## config.mk

```make
export PLATFORM = sky130hd
export DESIGN_NAME = sonic_tx_st_arbiter
export DESIGN_NICKNAME = d
export VERILOG_FILES = /design/src/rtl/sonic_tx_st_arbiter.sv
export SDC_FILE = /design/constraint.sdc
export NUM_CORES = 1
export LEC_CHECK = 0
export CORE_AREA = 5 5 156 158
export DETAILED_ROUTE_END_ITERATION = 6
export DIE_AREA = 0 0 161 163
export GPL_ROUTABILITY_DRIVEN = 0
export PLACE_DENSITY_LB_ADDON = 0.08
export SYNTH_ARGS = -nofsm -noshare
export SYNTH_HDL_FRONTEND = slang
export SYNTH_SLANG_ARGS = --single-unit
```

## constraint.sdc

```tcl
create_clock -name clk_in -period 3.6 [get_ports clk_in]
set_clock_uncertainty 0.15 [all_clocks]
set_input_delay 0.72 -clock clk_in [delete_from_list [all_inputs] [get_ports clk_in]]
set_output_delay 0.72 -clock clk_in [all_outputs]
set_load 0.05 [all_outputs]
```

## src/rtl/sonic_tx_st_arbiter.sv

```systemverilog
// sonic_tx_st_arbiter
//
// Packet-level round-robin arbiter that shares the 128-bit Avalon-ST PCIe TX
// port (tx_st_*) between two application sources:
//   A - DMA write / descriptor engine
//   B - completion / MSI path
// One source is granted per packet and the grant is held from sop to eop.
// Accepted beats pass through a single output register before reaching the
// hard-IP TX port.
//
// Handshake: every interface uses strict valid/ready semantics. A beat moves
// only in a cycle where valid && ready are both high. A source must hold its
// beat stable while valid && !ready. Ready never depends on the same
// interface's valid.
//
// Ports:
//   clk_in, rstn                 clock, asynchronous active-low reset
//   a_data/a_sop/a_eop/a_empty   source A beat and framing (empty=1: upper 64 bits unused)
//   a_valid / a_ready            source A handshake
//   b_* / b_ready                source B, same as A
//   tx_st_data/sop/eop/empty     registered beat towards the core
//   tx_st_err                    constant 0
//   tx_st_valid / tx_st_ready    core-side handshake
//   arb_owner                    one-hot grant (bit0=A, bit1=B, 00 = idle); exposes the FSM state
//   wdog_err                     sticky mid-packet stall timeout
//
// Optional feature: define SONIC_TX_ARB_WATCHDOG_EN to build the mid-packet
// stall watchdog (TIMEOUT cycles). Without it wdog_err is 0 and a granted
// packet may stall forever.

module sonic_tx_st_arbiter #(
    parameter int DATA_W  = 128,
    parameter int TIMEOUT = 1024
) (
    input  logic              clk_in,
    input  logic              rstn,
    input  logic [DATA_W-1:0] a_data,
    input  logic              a_sop,
    input  logic              a_eop,
    input  logic              a_empty,
    input  logic              a_valid,
    output logic              a_ready,
    input  logic [DATA_W-1:0] b_data,
    input  logic              b_sop,
    input  logic              b_eop,
    input  logic              b_empty,
    input  logic              b_valid,
    output logic              b_ready,
    output logic [DATA_W-1:0] tx_st_data,
    output logic              tx_st_sop,
    output logic              tx_st_eop,
    output logic              tx_st_empty,
    output logic              tx_st_err,
    output logic              tx_st_valid,
    input  logic              tx_st_ready,
    output logic [1:0]        arb_owner,
    output logic              wdog_err
);

    typedef enum logic [1:0] {
        ST_IDLE  = 2'd0,
        ST_PKT_A = 2'd1,
        ST_PKT_B = 2'd2
    } state_t;

    localparam logic GRANT_A = 1'b0;
    localparam logic GRANT_B = 1'b1;

    state_t              state_q, state_d;
    logic                last_grant_q, last_grant_d;
    logic [DATA_W-1:0]   data_q, data_d;
    logic                sop_q, sop_d;
    logic                eop_q, eop_d;
    logic                empty_q, empty_d;
    logic                valid_q, valid_d;

    logic                reg_free;
    logic                load;
    logic                a_elig;
    logic                b_elig;

`ifdef SONIC_TX_ARB_WATCHDOG_EN
    localparam int             CNT_W    = $clog2(TIMEOUT + 1);
    localparam logic [CNT_W-1:0] CNT_LAST = CNT_W'(TIMEOUT - 1);

    logic [CNT_W-1:0]    cnt_q, cnt_d;
    logic                wdog_q, wdog_d;
    logic                gnt_valid;
`endif

    // The output register can take a beat when it is empty or draining now.
    assign reg_free = !valid_q || tx_st_ready;
    assign a_elig   = a_valid && a_sop;
    assign b_elig   = b_valid && b_sop;

    always_comb begin
        state_d      = state_q;
        last_grant_d = last_grant_q;
        a_ready      = 1'b0;
        b_ready      = 1'b0;
        load         = 1'b0;
        data_d       = data_q;
        sop_d        = sop_q;
        eop_d        = eop_q;
        empty_d      = empty_q;
        valid_d      = valid_q;

        case (state_q)
            ST_IDLE: begin
                // On a tie the source that did not own the last packet wins.
                if (a_elig && (!b_elig || last_grant_q == GRANT_B)) begin
                    state_d = ST_PKT_A;
                end else if (b_elig) begin
                    state_d = ST_PKT_B;
                end
            end
            ST_PKT_A: begin
                a_ready = reg_free;
                if (a_valid && reg_free) begin
                    load    = 1'b1;
                    data_d  = a_data;
                    sop_d   = a_sop;
                    eop_d   = a_eop;
                    empty_d = a_empty;
                    if (a_eop) begin
                        state_d      = ST_IDLE;
                        last_grant_d = GRANT_A;
                    end
                end
            end
            ST_PKT_B: begin
                b_ready = reg_free;
                if (b_valid && reg_free) begin
                    load    = 1'b1;
                    data_d  = b_data;
                    sop_d   = b_sop;
                    eop_d   = b_eop;
                    empty_d = b_empty;
                    if (b_eop) begin
                        state_d      = ST_IDLE;
                        last_grant_d = GRANT_B;
                    end
                end
            end
            default: state_d = ST_IDLE;
        endcase

        if (load) begin
            valid_d = 1'b1;
        end else if (valid_q && tx_st_ready) begin
            valid_d = 1'b0;
        end

`ifdef SONIC_TX_ARB_WATCHDOG_EN
        cnt_d     = cnt_q;
        wdog_d    = wdog_q;
        gnt_valid = (state_q == ST_PKT_A) ? a_valid : b_valid;
        if (state_q == ST_IDLE || load) begin
            cnt_d = '0;
        end else if (!gnt_valid) begin
            // The cycle that would bring the count to TIMEOUT aborts the
            // packet; nothing is emitted, the output register drains alone.
            if (cnt_q == CNT_LAST) begin
                wdog_d  = 1'b1;
                state_d = ST_IDLE;
                cnt_d   = '0;
            end else begin
                cnt_d = cnt_q + 1'b1;
            end
        end
`endif
    end

    always_ff @(posedge clk_in or negedge rstn) begin
        if (!rstn) begin
            state_q      <= ST_IDLE;
            last_grant_q <= GRANT_B;
            data_q       <= '0;
            sop_q        <= 1'b0;
            eop_q        <= 1'b0;
            empty_q      <= 1'b0;
            valid_q      <= 1'b0;
        end else begin
            state_q      <= state_d;
            last_grant_q <= last_grant_d;
            data_q       <= data_d;
            sop_q        <= sop_d;
            eop_q        <= eop_d;
            empty_q      <= empty_d;
            valid_q      <= valid_d;
        end
    end

`ifdef SONIC_TX_ARB_WATCHDOG_EN
    always_ff @(posedge clk_in or negedge rstn) begin
        if (!rstn) begin
            cnt_q  <= '0;
            wdog_q <= 1'b0;
        end else begin
            cnt_q  <= cnt_d;
            wdog_q <= wdog_d;
        end
    end

    assign wdog_err = wdog_q;
`else
    // TIMEOUT is non-negative, so this is a constant 0; referencing it keeps
    // the parameter in use when the watchdog is not built.
    assign wdog_err = (TIMEOUT < 0);
`endif

    assign tx_st_data  = data_q;
    assign tx_st_sop   = sop_q;
    assign tx_st_eop   = eop_q;
    assign tx_st_empty = empty_q;
    assign tx_st_valid = valid_q;
    assign tx_st_err   = 1'b0;
    assign arb_owner   = {state_q == ST_PKT_B, state_q == ST_PKT_A};

endmodule

```

---- Word level (Yosys, flattened, before mapping) ----
Index checks and enable logic that the tools add are counted.
word-level totals
  bits in registers ....................... 135
  latch bits .............................. 0
  memory bits (writable) .................. 0
  ROM bits ................................ 0
  input bits .............................. 267
  output and inout bits ................... 138
  logic and storage cells ................. 61
  memories ................................ 0
operators by class
  add/subtract/negate cells ............... 0
  $mul .................................... 0
  div/mod/pow operators ................... 0
  order comparisons ....................... 0
  equality and inequality tests ........... 7
  shift operators ......................... 0
  muxes and demuxes ....................... 31
  bitwise operators ....................... 0
  reduce and logical (&&, ||, !) cells .... 16
operators by type and width
  kind                                                             number
  128-bit 2-to-1 mux                                               2
  128-bit one-hot mux with 2 select lines                          1
  1-bit 2-to-1 mux                                                 16
  2-bit 2-to-1 mux                                                 6
  1-bit one-hot mux with 2 select lines                            5
  5-bit AND reduction                                              2
  1-bit logical AND                                                6
  2-bit one-hot mux with 3 select lines                            1
  2-bit by 1-bit != test with 1-bit output, second input constant  2
  2-bit != test, second input constant                             2
  2-bit nonzero test                                               2
  3-bit != test, second input constant                             1
  3-bit AND reduction                                              1
  2-bit by 1-bit == test with 1-bit output, second input constant  1
  2-bit == test, second input constant                             1
  1-bit zero test                                                  2
  2-bit zero test                                                  1
  1-bit logical OR                                                 2

---- Longest topological paths before layout ----
Gate-level depths: netlist (run 1).
  word-level depth ........................ 6
  mapped depth ............................ 9
  mapped depth without buffers ............ 6

---- Worst setup path after synthesis (run 1) ----
No wires, ideal clock.
  kind .................................... reg2out
  start ................................... register state_q[1]
  end ..................................... output a_ready
  arrival ................................. 1,519 ps
  path slack .............................. 1,211 ps
  stages on the path, launching flop included .. 4
  path buffers ............................ 0
  cells stage by stage .................... dfrtp_1 > inv_1 > ha_1 > and2_1
between the ends
  longest elaborated chain between the ends .. 2
RTL lines
  element                                   line  RTL
  from (decl)                               69    state_t state_q, state_d;
  from (signal assigned)                    184   state_q <= state_d;
  2-bit by 1-bit == test with 1-bit output  --
  net arb_owner[0]                          56    output logic [1:0] arb_owner,
  1-bit 2-to-1 mux                          108   case (state_q)
  to (decl)                                 42    output logic a_ready,
The timed path passes the listed nets, and every way through them passes these cells.

---- Final worst setup path (run 1) ----
  start ................................... input tx_st_ready
  end ..................................... output b_ready
between the ends
  longest elaborated chain between the ends .. 2
RTL lines
  element           line  RTL
  from (decl)       55    input logic tx_st_ready,
  1-bit logical OR  92    assign reg_free = !valid_q || tx_st_ready;
  1-bit 2-to-1 mux  108
  to (decl)         48    output logic b_ready,
Every way passes these cells.

==> results of run 1 <==
## area by class of cell
class,instances,area [um2]
clock buffers,21,480
clock inverters,10,166
fillers,2195,11800
inverters,4,15.0
multi-input cells,427,2690
flip-flops and latches,135,3380
well taps,290,363
repair buffers,410,4120
## state kept, by name, indices dropped and copies added, names as in the netlist
name / flops
last_grant_q: 1
tx_st_eop: 1
tx_st_valid: 1
tx_st_sop: 1
tx_st_data: 128
tx_st_empty: 1
state_q: 2
## worst paths after layout
kind | from | to | cells after the start
setup / recovery | tx_st_ready | b_ready | 4
hold / removal | rstn | tx_st_data[122] | 1
setup reg to reg | state_q[0] | tx_st_data[28] | 8
hold reg to reg | tx_st_data[11] | tx_st_data[11] | 2
max in group asynchronous | rstn | last_grant_q | 2
min in group clk_in | tx_st_data[11] | tx_st_data[11] | 2
## Yosys cell counts
cell type    n
conb_1       1
o211ai_1     2
nor2_1     134
and3_1       1
or2_2        1
o21ai_0      4
ha_1         3
a22oi_1      2
nor2b_1      2
nand3_1      3
dfstp_2      1
buf_2       29
nor3_4       1
mux2i_1    131
dfrtp_1    134
inv_1        4
nand2_1      4
buf_4        4
nor3_1       1
buf_1        2
o21a_1       1
nand2b_1     1
a32o_1       1
clkbuf_1    11
a21oi_1    132
and2_1       1
## kinds of logic after synthesis
logic type / Yosys count / synth area share [%]
simple gates: 149 / 9.41
buf+inv: 50 / 3.80
fa+ha+maj: 3 / 0.597
mux: 131 / 20.8
compound gates: 142 / 11.6
flops: 135 / 53.7
other cells: 1 / 0.0596
## metrics by stage
stage	cell area (um2)	total power [mW]	cells	setup WS, ps
3_5_place_dp	10600	10.5	1266	393
4_1_cts	11200	12.5	1297	382
5_1_grt	11200	13.1	1297	269
2_1_floorplan	6290	7.97	612	1210
3_3_place_gp	10600	10.5	1266	411
6_report	11200	12.3	1297	346
## metal layers
| layer | up-vias | share of wire (%) | global-route usage [%] |
|---|---|---|---|
| li1 | 2877 | - | - |
| met1 | 2560 | 37 | 18.8 |
| met2 | 223 | 53 | 29.6 |
| met3 | 19 | 8.3 | 5.87 |
| met4 | 0 | 1.6 | 4.54 |
| met5 | - | 0 | 0 |
## power breakdown
group          switching [mW]  internal, mW  total, mW
clock                   0.674          1.24       1.91
combinational            5.03          2.68       7.71
sequential              0.369          2.31       2.68
total                    6.07          6.23       12.3
==> results.toml, run 1 <==
[route]
dr.pass1.iters = 4
ant_nets = 0
routed_wirelength_um = 22400
routedWlPerCell_um = 17.3
vias = 5679
routed_via_density = 4.38
drc = 0
drt_iter0_drc = 309

[worst_setup_path]
crit_buf_inv = 2
end_kind = "output port"
crit_top_cell = "clkdlybuf4s50_1"
cpLargestDelayFamily = "buffers and inverters"
max_stage_delay_ps = 720
cp_cell_sequence = "clkdlybuf4s50_1 > nor2b_1 > nor2_1 > clkdlybuf4s50_1"
path_class = "in -> out"
rrSetupSlack_ps = 980
worst_setup_path_start_kind = "input port"
crit_fanout = 5
cpMaxStageDelayCell = "clkdlybuf4s50_1"
cp.required_ps = 2730
arrival_ps = 2380

[die]
start_util_pct = 27.4
row_count = 56
die_w_um = 161
io_pins = 405
core_um2 = 23000
dieHeight_um = 163
die_area_um2 = 26200

[grt]
gr-usage-all-layers_pct = 16.6
grt_pass1_wl_um = 33500
grt_overflow = 0
grt_pass1_vias = 5757
grt_max_degree = 135
antenna_found_initial = 0

[placement]
dp_hpwl_um = 17400
io_buffers = 402

[hold_path]
holdCritPathClass = "in -> async"

[clocking]
cts_sinks = 135
h-tree-depth = 4
cts-root-buf = "clkbuf_16"
hold_buffers = 0
clk_latency_ps = 410
cts_max_path_buffers = 2
cts_setup_buffers = 0
clk_pin_slew_ps = 60
cts_made_buffers = 17
cts.repair.resized = 0
cts_tree = "built"

[finish]
final_core_util_pct = 48.8
drive_above_1_share_pct = 4.37
diodes = 0
area_growth_pct = 78.3
layout_commonest_cell = "clkdlybuf4s50_1"
fin_nets = 1265
final_cell_mix = "401 x clkdlybuf4s50_1, 134 x nor2_1, 134 x dfrtp_1"

[pwr]
p_leak_nw = 4.56
peakVddDrop_v = 0.000939
cellPowerDensity_nw_per_um2 = 1100

[sta]
finalHoldViolCount = 0
whs_ps = 99.2
worst_pin_slew_ps = 783
setup_viol = 0
rsz0062_at_grt = "false"
fin_crit_ps = 3250
slew_viol_final = 0
finalCritPeriodShare_pct = 90.4
max_freq_mhz = 307
tns_ps = 0
slew_headroom_pct = 47.8

[synth]
syn_area_um2 = 6290
postSynthCellCount = 611
synth_top_area_cell = "dfrtp_1"
synth_top_area_share_pct = 53.3
ys_seq_area_share_pct = 53.7
ys_warn_count = 0
ys_ff_latch = 135
avgSynthCellArea_um2 = 10.3
synthTopCellsByArea = "dfrtp_1 53%, mux2i_1 21%, a21oi_1 11%"
yosysUniqueCellTypes = 26

[run]
drv_cap = 0

[run_status]
status = "finished clean"
Power figures use the tool's default switching activity.
==> inputs of run 2 (changes only) <==
Settings changed: CTS_CLUSTER_DIAMETER from default to 50, TNS_END_PERCENT from default to 10.
==> results of run 2 <==
Same layout as run 1: the final DEF is identical, and so are final timing and power.
==> inputs of run 3 (changes only) <==
Settings changed: CTS_CLUSTER_DIAMETER 50 to 200.
==> results of run 3 <==
Same layout as run 1: the final DEF is identical, and so are final timing and power.
